==> src/rtl/cam_cfg_sequencer.sv <==
// ============================================================================
// Module      : cam_cfg_sequencer
// Description : Walks a mode-selected register table and issues each entry as
//               an SCCB register write, handling delay/end tokens and retries.
// Revision    : 1.0 - initial release
// ============================================================================
`timescale 1ns/1ps
`default_nettype none

module cam_cfg_sequencer #(
    parameter int          MODE_W       = 2,
    parameter int          IDX_W        = 8,
    parameter int          DELAY_CYCLES = 240000,
    parameter logic [15:0] DELAY_TOKEN  = 16'hFFF0,
    parameter logic [15:0] END_TOKEN    = 16'hFFFF,
    parameter int          MAX_RETRY    = 3
) (
    input  logic                    i_clk,
    input  logic                    i_rstn,
    input  logic                    i_start,
    input  logic [MODE_W-1:0]       i_mode,
    output logic [MODE_W+IDX_W-1:0] o_rom_addr,
    input  logic [15:0]             i_rom_data,
    output logic                    o_wr_valid,
    input  logic                    i_wr_ready,
    output logic [7:0]              o_wr_reg,
    output logic [7:0]              o_wr_data,
    input  logic                    i_wr_done,
    input  logic                    i_wr_nack,
    output logic                    o_busy,
    output logic                    o_done,
    output logic                    o_err,
    output logic [IDX_W:0]          o_wr_count
);

    localparam int DLY_W = (DELAY_CYCLES > 1) ? $clog2(DELAY_CYCLES) : 1;
    localparam int RTY_W = (MAX_RETRY > 0) ? $clog2(MAX_RETRY + 1) : 1;
    localparam logic [DLY_W-1:0] C_DLY_LAST  = DLY_W'(DELAY_CYCLES - 1);
    localparam logic [RTY_W-1:0] C_RETRY_MAX = RTY_W'(MAX_RETRY);

    typedef enum logic [2:0] {
        S_IDLE      = 3'd0,
        S_FETCH     = 3'd1,
        S_DECODE    = 3'd2,
        S_SEND      = 3'd3,
        S_WAIT_DONE = 3'd4,
        S_DELAY     = 3'd5,
        S_FINISH    = 3'd6,
        S_ABORT     = 3'd7
    } state_t;

    state_t             state_q, state_d;
    logic [MODE_W-1:0]  mode_q,  mode_d;
    logic [IDX_W-1:0]   idx_q,   idx_d;
    logic [RTY_W-1:0]   retry_q, retry_d;
    logic [DLY_W-1:0]   dly_q,   dly_d;
    logic [7:0]         reg_q,   reg_d;
    logic [7:0]         data_q,  data_d;
    logic [IDX_W:0]     cnt_q,   cnt_d;
    logic               err_q,   err_d;
    logic               w_advance;

    always_ff @(posedge i_clk) begin
        if (!i_rstn) begin
            state_q <= S_IDLE;
            mode_q  <= '0;
            idx_q   <= '0;
            retry_q <= '0;
            dly_q   <= '0;
            reg_q   <= '0;
            data_q  <= '0;
            cnt_q   <= '0;
            err_q   <= 1'b0;
        end else begin
            state_q <= state_d;
            mode_q  <= mode_d;
            idx_q   <= idx_d;
            retry_q <= retry_d;
            dly_q   <= dly_d;
            reg_q   <= reg_d;
            data_q  <= data_d;
            cnt_q   <= cnt_d;
            err_q   <= err_d;
        end
    end

    always_comb begin
        state_d   = state_q;
        mode_d    = mode_q;
        idx_d     = idx_q;
        retry_d   = retry_q;
        dly_d     = dly_q;
        reg_d     = reg_q;
        data_d    = data_q;
        cnt_d     = cnt_q;
        err_d     = err_q;
        w_advance = 1'b0;

        case (state_q)
            S_IDLE: begin
                if (i_start) begin
                    mode_d  = i_mode;
                    idx_d   = '0;
                    retry_d = '0;
                    cnt_d   = '0;
                    err_d   = 1'b0;
                    state_d = S_FETCH;
                end
            end
            S_FETCH: state_d = S_DECODE;
            S_DECODE: begin
                if (i_rom_data == END_TOKEN) begin
                    state_d = S_FINISH;
                end else if (i_rom_data == DELAY_TOKEN) begin
                    dly_d   = '0;
                    state_d = S_DELAY;
                end else begin
                    reg_d   = i_rom_data[15:8];
                    data_d  = i_rom_data[7:0];
                    state_d = S_SEND;
                end
            end
            S_SEND: begin
                if (i_wr_ready) begin
                    state_d = S_WAIT_DONE;
                end
            end
            S_WAIT_DONE: begin
                if (i_wr_done) begin
                    if (!i_wr_nack) begin
                        cnt_d     = cnt_q + 1'b1;
                        retry_d   = '0;
                        w_advance = 1'b1;
                    end else if (retry_q < C_RETRY_MAX) begin
                        // Same entry is reissued; reg/data registers are untouched.
                        retry_d = retry_q + 1'b1;
                        state_d = S_SEND;
                    end else begin
                        state_d = S_ABORT;
                    end
                end
            end
            S_DELAY: begin
                if (dly_q == C_DLY_LAST) begin
                    w_advance = 1'b1;
                end else begin
                    dly_d = dly_q + 1'b1;
                end
            end
            S_FINISH: state_d = S_IDLE;
            S_ABORT: begin
                err_d   = 1'b1;
                state_d = S_IDLE;
            end
            default: state_d = S_IDLE;
        endcase

        // The last table slot ends the run even without an end token.
        if (w_advance) begin
            if (idx_q == {IDX_W{1'b1}}) begin
                state_d = S_FINISH;
            end else begin
                idx_d   = idx_q + 1'b1;
                state_d = S_FETCH;
            end
        end
    end

    assign o_rom_addr = {mode_q, idx_q};
    assign o_wr_valid = (state_q == S_SEND);
    assign o_wr_reg   = reg_q;
    assign o_wr_data  = data_q;
    assign o_busy     = (state_q != S_IDLE);
    assign o_done     = (state_q == S_FINISH);
    assign o_err      = err_q;
    assign o_wr_count = cnt_q;

endmodule

`default_nettype wire

==> config.mk <==
export PLATFORM = sky130hd
export DESIGN_NAME = cam_cfg_sequencer
export DESIGN_NICKNAME = d
export VERILOG_FILES = /design/src/rtl/cam_cfg_sequencer.sv
export SDC_FILE = /design/constraint.sdc
export NUM_CORES = 1
export LEC_CHECK = 0
export BUFFER_PORTS_ARGS = -buffer_cell sky130_fd_sc_hd__buf_4
export CAP_MARGIN = 25
export CELL_PAD_IN_SITES_DETAIL_PLACEMENT = 1
export CELL_PAD_IN_SITES_GLOBAL_PLACEMENT = 2
export CORE_UTILIZATION = 32
export DETAILED_ROUTE_END_ITERATION = 16
export PLACE_DENSITY = 0.75
export SETUP_SLACK_MARGIN = 0.15
export SKIP_CTS_REPAIR_TIMING = 1
export SYNTH_ARGS = -nofsm -noshare
export SYNTH_HDL_FRONTEND = slang
export SYNTH_SLANG_ARGS = --single-unit
==> constraint.sdc <==
create_clock -name i_clk -period 2.9 [get_ports i_clk]
set_input_delay 0.58 -clock i_clk [delete_from_list [all_inputs] [get_ports i_clk]]
set_output_delay 0.58 -clock i_clk [all_outputs]
set_load 0.005 [all_outputs]
==> impl_metrics.ini, run 1 <==
[place]
place_congestion = 0.713
hpwl_um = 5550
io_buffers = 62
dp_cells = 498

[worst_setup_path]
cp_cell_sequence = nor2_1, and2_0, nand2b_1, nor2_1, a221o_1
cpMostUsedCell = nor2_1
r2r_cells = 5
startpoint_type = flip-flop
critPathSlowestCell = dfxtp_1
r2r_setup_slack_ns = 0.69
crit_buf_inv = 0
r2r-start = state_q[0]
endpoint_kind = flip-flop
r2r_end = idx_q[6]
worst_ep_required_time_ns = 3.13
cp_slowest_stage_delay_ns = 0.47
crit_type = reg -> reg
cp.arrival_ns = 2.43
cp_max_fo = 13
crit_family = simple AND/OR/NAND/NOR gates

[clocking]
clk_path_buf_depth = 2
htreeDepth = 3
clk_latency_ns = 0.34
clock-sinks = 59
tritoncts = built
cts_buffers = 9
cts.reportedPaths.clkPinSlew_ns = 0.08
cts-root-buf = clkbuf_8

[global_route]
use_met1_pct = 22.2
grt_pass1_wl_um = 13300
antenna_found_initial = 0
grt_pass1_vias = 2751
grt_max_degree = 38
grt_util_met3_pct = 4.47
grt.busiest_layer = met2
grt_overflow = 0
grtUsageTotal_pct = 16.8
use_met2_pct = 26.8

[synthesis]
syn-cell-area_um2 = 2990
ys.warnings.count = 0
yosys-top-cells-area = dfxtp_1, mux2i_1, xor2_1
synthFlopType = dfxtp_1
synth.avg_cell_area_um2 = 8.91
yosysTopAreaCellShare_pct = 39.6
synth_edf_count = 0
yosysSeqAreaShare_pct = 39.6
yosys.area.top_type = dfxtp_1
synthArstFlopShare_pct = 0
syn_nets = 363
synth.distinct_cells = 52
syn_inst = 335
ys_ff_latch = 59

[finish]
areaGrowthSynthToFinish_pct = 25.4
final_layout_size_suffix_gt1_share_pct = 23.9
final_common_cell = buf_4
nets = 429
largest_reg_flops = 18
finalNonFillerCells = 514
mostFrequentLayoutCells = buf_4, dfxtp_1, nor2_1
diodes = 0
post-route-util_pct = 42.1
top_register = dly_q

[pwr]
power.density_nw_per_um2 = 490
power_w = 0.00183
peakVddDrop_uv = 274
power.leakage_nw = 1.47

[drt]
vias = 2661
viasPerCell = 5.18
drtPass1Iterations = 4
drtIter0Drc = 58
drt-wirelength-per-cell_um = 14.8
drcViolationCount = 0
routed_wl_um = 7620
ant_nets = 0

[status]
status = completed

[timing]
worst_pin_slew_ns = 0.505
achievable-frequency_ghz = 0.453
period_minus_slack_ns = 2.21
setup-violations-final = 0
rsz0062_at_grt = false
finalSetupTns_ns = 0
max_slew_margin_pct = 66.3
skew_ns = 0.0106
finalMaxSlewViolations = 0
hold_viol = 0
fin_crit_sh_pct = 76.1

[die]
initial_core_util_pct = 33.6
pin_count = 63
coreArea_um2 = 8890
die_w_um = 98.6
rows = 34
dieArea_um2 = 9720
die_y_um = 98.6

[min_path]
min_path_type = reg -> reg
min_path_cells = 2
hp-start = o_wr_count[8]
min_to = o_wr_count[8]

[run]
maxCapViolations = 0
[power breakdown]
group / internal [W] / total [W] / switching [W]
combinational: 0.000131 / 0.000260 / 0.000129
clock: 0.000314 / 0.000701 / 0.000387
sequential: 0.000840 / 0.000873 / 0.0000328
total: 0.00128 / 0.00183 / 0.000549
[through the flow]
step | hold slack [ns] | cell area (µm²) | setup WS, ns
finish | 0.495 | 3740 | 0.694
global route | 0.491 | 3740 | 0.487
CTS | 0.486 | 3740 | 0.677
detailed placement | 0.494 | 3570 | 0.531
global placement | 0.466 | 3570 | 0.563
floorplan | 0.454 | 2990 | 0.680
[tightest hold or removal path, stage by stage, from the launching register on]
cell	delay [ns]
dfxtp_1	0.32
o21ai_0	0.07
a21oi_1	0.06
[cell type report]
class / count / area (µm²)
repair buffers: 68 / 510
clock buffers: 9 / 124
well taps: 108 / 135
clock inverters: 7 / 53.8
flip-flops and latches: 59 / 1180
fillers: 1090 / 5150
inverters: 9 / 33.8
multi-input cells: 254 / 1710
[cells by family after synthesis]
kind of cell	after synthesis	synth area share (%)
compound gates	49	12.8
xor+xnor	22	6.45
fa+ha+maj	4	1.68
buf+inv	22	3.31
flops	59	39.6
mux	21	7.04
simple gates	158	29.2
[routing by layer]
metal  wire [µm]  part of all wire [%]
met1        3760                    49
met2        3420                    45
met3         364                   4.8
met4          87                   1.1
met5           0                     0
[synthesized netlist by cell type (all sizes together) (3+ instances only)]
cell / instances
o2111ai: 3
mux2i: 21
nor3: 6
nand2: 21
inv: 9
xor2: 19
o21ai: 13
nand4: 15
xnor2: 3
nand3: 15
nor2: 38
buf: 4
dfxtp: 59
and3: 11
and4: 3
a211oi: 4
and2: 6
clkbuf: 9
a22oi: 3
nor2b: 24
a21oi: 7
a21boi: 3
or3: 4
nand2b: 3
ha: 4
[worst max path at each step]
stage,start,end,cells past startpoint
floorplan,i_rom_data[0],dly_q[14],5
global placement,i_rom_data[0],dly_q[16],6
detailed placement,i_rom_data[0],dly_q[10],6
CTS,state_q[0],idx_q[6],5
global route,idx_q[0],idx_q[1],7
finish,state_q[0],idx_q[6],5
Power figures use the tool's default switching activity.
==> run 2: changes to the inputs <==
--- a/config.mk
+++ b/config.mk
@@ -5,13 +5,14 @@
 export SDC_FILE = /design/constraint.sdc
 export NUM_CORES = 1
 export LEC_CHECK = 0
+export ABC_AREA = 1
 export BUFFER_PORTS_ARGS = -buffer_cell sky130_fd_sc_hd__buf_4
 export CAP_MARGIN = 25
 export CELL_PAD_IN_SITES_DETAIL_PLACEMENT = 1
 export CELL_PAD_IN_SITES_GLOBAL_PLACEMENT = 2
-export CORE_UTILIZATION = 32
+export CORE_UTILIZATION = 30
 export DETAILED_ROUTE_END_ITERATION = 16
-export PLACE_DENSITY = 0.75
+export PLACE_DENSITY = 0.77
 export SETUP_SLACK_MARGIN = 0.15
 export SKIP_CTS_REPAIR_TIMING = 1
 export SYNTH_ARGS = -nofsm -noshare
==> constraint.sdc (replaced) <==
create_clock -name i_clk -period 2.2 [get_ports i_clk]
set_input_delay 0.44 -clock i_clk [delete_from_list [all_inputs] [get_ports i_clk]]
set_output_delay 0.44 -clock i_clk [all_outputs]
set_load 0.005 [all_outputs]
==> impl_metrics.ini, run 2 <==
[worst_setup_path]
startpoint_type = flip-flop
crit_family = simple AND/OR/NAND/NOR gates
crit_type = reg -> reg
worst_ep_required_time_ns = 2.46
critPathSlowestCell = dfxtp_1
endpoint_kind = flip-flop
cpMostUsedCell = nand2_2
cp_cell_sequence = ha_1, nand3_2, nor2_4, nand3_1, nand2_2, nand2_4, nand2_2, buf_4, nand2_1, a21oi_1
crit_buf_inv = 1
cp.arrival_ns = 2.12
cp_max_fo = 8
cp_slowest_stage_delay_ns = 0.38

[clocking]
clock-sinks = 59
htreeDepth = 3
cts.reportedPaths.clkPinSlew_ns = 0.07
cts_buffers = 9
tritoncts = built
clk_path_buf_depth = 2
clk_latency_ns = 0.35
cts-root-buf = clkbuf_8

[finish]
final_layout_size_suffix_gt1_share_pct = 19.8
largest_reg_flops = 18
areaGrowthSynthToFinish_pct = 25.6
mostFrequentLayoutCells = nand2_1, buf_4, nor2_1
nets = 608
top_register = dly_q
diodes = 0
post-route-util_pct = 39.4
final_common_cell = nand2_1
fill_cells = 1390

[timing]
rsz0062_at_grt = false
max_slew_margin_pct = 68.5
achievable-frequency_ghz = 0.539
finalMaxSlewViolations = 0
hold_viol = 0
worst_pin_slew_ns = 0.470
finalSetupTns_ns = 0
fin_crit_sh_pct = 84.4
setup-violations-final = 0
skew_ns = 0.0115
timing.hold.ws_ns = 0.374
period_minus_slack_ns = 1.86

[drt]
viasPerCell = 4.81
routed_wl_um = 9960
ant_nets = 0
vias = 3470
drtIter0Drc = 185
drcViolationCount = 0
drtPass1Iterations = 4
drt-wirelength-per-cell_um = 13.8

[synthesis]
syn_nets = 535
synth.most_common_cell = nand2_1
synthFlopType = dfxtp_1
syn-cell-area_um2 = 3300
yosysSeqAreaShare_pct = 35.8
yosys-top-cells-area = dfxtp_1, nand2_1, a21oi_1
synth.distinct_cells = 31
synthArstFlopShare_pct = 0
synth.avg_cell_area_um2 = 6.51
synth_edf_count = 0
ys_ff_latch = 59
syn_inst = 507
yosysTopAreaCellShare_pct = 35.8
synth_common_cells = nand2_1, nor2_1, dfxtp_1, inv_1, a21oi_1
ys.warnings.count = 0
yosys.area.top_type = dfxtp_1

[min_path]
min_path_type = in -> reg

[global_route]
grt_max_degree = 33
grtUsageTotal_pct = 18.7
antenna_found_initial = 0
grt_overflow = 0
grt_pass1_wl_um = 16900
grt_pass1_vias = 3437

[status]
status = completed

[die]
pin_count = 63
die_w_um = 107
dieArea_um2 = 11400
rows = 37
coreArea_um2 = 10500
initial_core_util_pct = 31.4
die_y_um = 107

[place]
io_buffers = 62
place_congestion = 0.802
hpwl_um = 7690

[pwr]
power.density_nw_per_um2 = 826
power.leakage_nw = 1.67
peakVddDrop_uv = 444

[run]
maxCapViolations = 0
[run 2: cell count changes after synthesis, moves of 21 or more]
cell     delta
a21oi_1    +50
inv_1      +49
mux2i_1    -21
nand2_1   +102
nand3_1    +33
nor2_1     +23
nor2b_1    -24
[run 2: stage by stage]
stage / power, W / area, µm² / setup slack [ns] / cells
2_1_floorplan: 0.00207 / 3300 / 0.609 / 507
3_3_place_gp: 0.00252 / 3970 / 0.378 / 705
3_5_place_dp: 0.00254 / 3970 / 0.355 / 705
4_1_cts: 0.00348 / 4150 / 0.338 / 721
5_1_grt: 0.00368 / 4150 / 0.159 / 721
6_report: 0.00342 / 4150 / 0.343 / 721
[run 2: worst min-delay path, cell delays in order]
cell and delay, ns:
buf_4 0.08, o21ai_1 0.06, a21oi_1 0.10
[run 2: final timing paths]
| path | startpoint | to | slack, ns | cells past startpoint |
|---|---|---|---|---|
| setup / recovery | dly_q[1] | dly_q[7] | 0.34 | 10 |
| setup reg to reg | dly_q[1] | dly_q[7] | 0.34 | 10 |
| hold reg to reg | o_wr_data[5] | o_wr_data[5] | 0.44 | 2 |
| hold / removal | i_rom_data[11] | o_wr_reg[3] | 0.37 | 3 |
[run 2: routing by layer]
metal / track usage, % / part of all wire (%) / vias to the layer above
li1: - / - / 1779
met1: 23.9 / 49 / 1627
met2: 30.6 / 46 / 54
met3: 4.74 / 3.9 / 10
met4: 6.26 / 1.2 / 0
met5: 0 / 0 / -
[run 2: cells by family after synthesis]
group | share of synthesized area, %
xor gates and xnor gates | 3.18
DFF | 35.8
adders and majority gates | 1.52
buffers and inverters | 9.51
and+or+nand+nor | 36.8
AOI/OAI and AO/OA | 13.2
[run 2: where the power goes]
group	internal [W]	total, W	switching (W)	leakage [nW]
registers	0.00121	0.00132	0.000114	0.479
logic	0.000470	0.00118	0.000712	1.10
clock network	0.000469	0.000918	0.000449	0.0905
[run 2: layout make-up]
cell class	instances	area [µm²]	area share [%]
clock inverter	2	10.0	0.241
tap	136	170	4.11
multi-input combinational	371	1810	43.6
sequential	59	1180	28.5
clock buffer	14	163	3.92
timing repair buffer	75	576	13.9
inverter	64	240	5.80
==> run 3: changes to the inputs <==
--- a/config.mk
+++ b/config.mk
@@ -10,9 +10,9 @@
 export CAP_MARGIN = 25
 export CELL_PAD_IN_SITES_DETAIL_PLACEMENT = 1
 export CELL_PAD_IN_SITES_GLOBAL_PLACEMENT = 2
-export CORE_UTILIZATION = 30
+export CORE_UTILIZATION = 27
 export DETAILED_ROUTE_END_ITERATION = 16
-export PLACE_DENSITY = 0.77
+export PLACE_DENSITY = 0.73
 export SETUP_SLACK_MARGIN = 0.15
 export SKIP_CTS_REPAIR_TIMING = 1
 export SYNTH_ARGS = -nofsm -noshare
==> constraint.sdc (replaced) <==
create_clock -name i_clk -period 1.67 [get_ports i_clk]
set_input_delay 0.334 -clock i_clk [delete_from_list [all_inputs] [get_ports i_clk]]
set_output_delay 0.334 -clock i_clk [all_outputs]
set_load 0.005 [all_outputs]
==> impl_metrics.ini, run 3 (synthesis gave the netlist of run 2 again) <==
[clocking]
clk_path_buf_depth = 2
tritoncts = built
cts_buffers = 9
clock-sinks = 59
clk_latency_ns = 0.34
cts-root-buf = clkbuf_16
cts.reportedPaths.clkPinSlew_ns = 0.05
htreeDepth = 3

[worst_setup_path]
endpoint_kind = flip-flop
crit_type = reg -> reg
r2r_setup_slack_ns = 0.05
cp_slowest_stage_delay_ns = 0.35
cp_cell_sequence = ha_4, nand3_4, nor2_4, nand4_1, buf_4, inv_2, nand2_2, nand3_2, a21oi_2
startpoint_type = flip-flop
worst_ep_required_time_ns = 1.88
cp.arrival_ns = 1.83
cp_max_fo = 5
critPathSlowestCell = dfxtp_2

[place]
placed_area_um2 = 4210
io_buffers = 62
place_congestion = 0.809
hpwl_um = 7940

[global_route]
grt_pass1_vias = 3534
grt_max_degree = 23
grt_pass1_wl_um = 17000
grtUsageTotal_pct = 17.3
antenna_found_initial = 0
grt_overflow = 0

[timing]
skew_ns = 0.00441
finalMaxSlewViolations = 0
rsz0062_at_grt = true
worst_pin_slew_ns = 0.538
timing.hold.ws_ns = 0.252
achievable-frequency_ghz = 0.618
fin_crit_sh_pct = 96.9
setup-violations-final = 0
hold_viol = 0
finalSetupTns_ns = 0
max_slew_margin_pct = 63.9
period_minus_slack_ns = 1.62

[pwr]
power.density_nw_per_um2 = 1170
power_w = 0.00586
peakVddDrop_uv = 472
power.leakage_nw = 1.98

[status]
status = completed

[finish]
nets = 643
mostFrequentLayoutCells = nand2_1, buf_4, inv_1
largest_reg_flops = 18
final_common_cell = nand2_1
post-route-util_pct = 41.8
fin_area_um2 = 5000
final_layout_size_suffix_gt1_share_pct = 37.2
diodes = 0
top_register = dly_q
areaGrowthSynthToFinish_pct = 51.4

[die]
die_w_um = 113
initial_core_util_pct = 27.6
die_y_um = 113
rows = 40
pin_count = 63
dieArea_um2 = 12700
coreArea_um2 = 12000

[drt]
drt-wirelength-per-cell_um = 14.2
ant_nets = 0
drtIter0Drc = 118
viasPerCell = 4.75
routed_wl_um = 10800
drcViolationCount = 0
vias = 3638
drtPass1Iterations = 4

[min_path]
min_path_type = in -> reg

[run]
maxCapViolations = 0
run 3: changes by cell type in the layout (fill, tap and decap cells not counted), sizes merged:
cell / previous run / this run
buf: 75 / 108
clkbuf: 14 / 15
run 3: worst max-delay path, delay by kind of cell, from the launching register on:
family                   cells  cell delay, ns
AO/OA/AOI/OAI                1            0.05
adder cells (fa/ha/maj)      1            0.16
buffers and inverters        2            0.29
flip-flops                   1            0.35
AND/OR/NAND/NOR              5            0.63
run 3: per-layer routing:
metal  wire (µm)  global-route usage (%)  vias to the layer above
li1            -                       -                     1845
met1        5050                    21.5                     1713
met2        5090                    27.5                       65
met3         446                    4.21                       15
met4         264                    9.60                        0
met5           0                       0                        -
run 3: per-stage QoR:
step                setup WS [ns]  cells
floorplan                   0.181    507
CTS                        0.0272    758
global placement           0.0709    743
global route              -0.0311    766
finish                     0.0513    766
detailed placement         0.0422    743
run 3: final timing paths:
path | endpoint | startpoint | depth (start not counted)
max | state_q[0] | idx_q[1] | 9
min | o_wr_reg[6] | i_rom_data[14] | 3
max reg2reg | state_q[0] | idx_q[1] | 9
min reg2reg | o_wr_data[0] | o_wr_data[0] | 2
run 3: power breakdown:
part           leakage, nW  total [W]  internal, W  switching (W)
combinational         1.36    0.00232      0.00105        0.00127
clock                0.141    0.00178      0.00111       0.000668
sequential           0.484    0.00176      0.00161       0.000149
run 3: layout make-up:
cell class	instances	area (µm²)
sequential	59	1200
clock inverter	2	10.0
fill	1499	6960
multi-input combinational	371	2170
inverter	64	240
timing repair buffer	110	927
tap	147	184
clock buffer	13	270
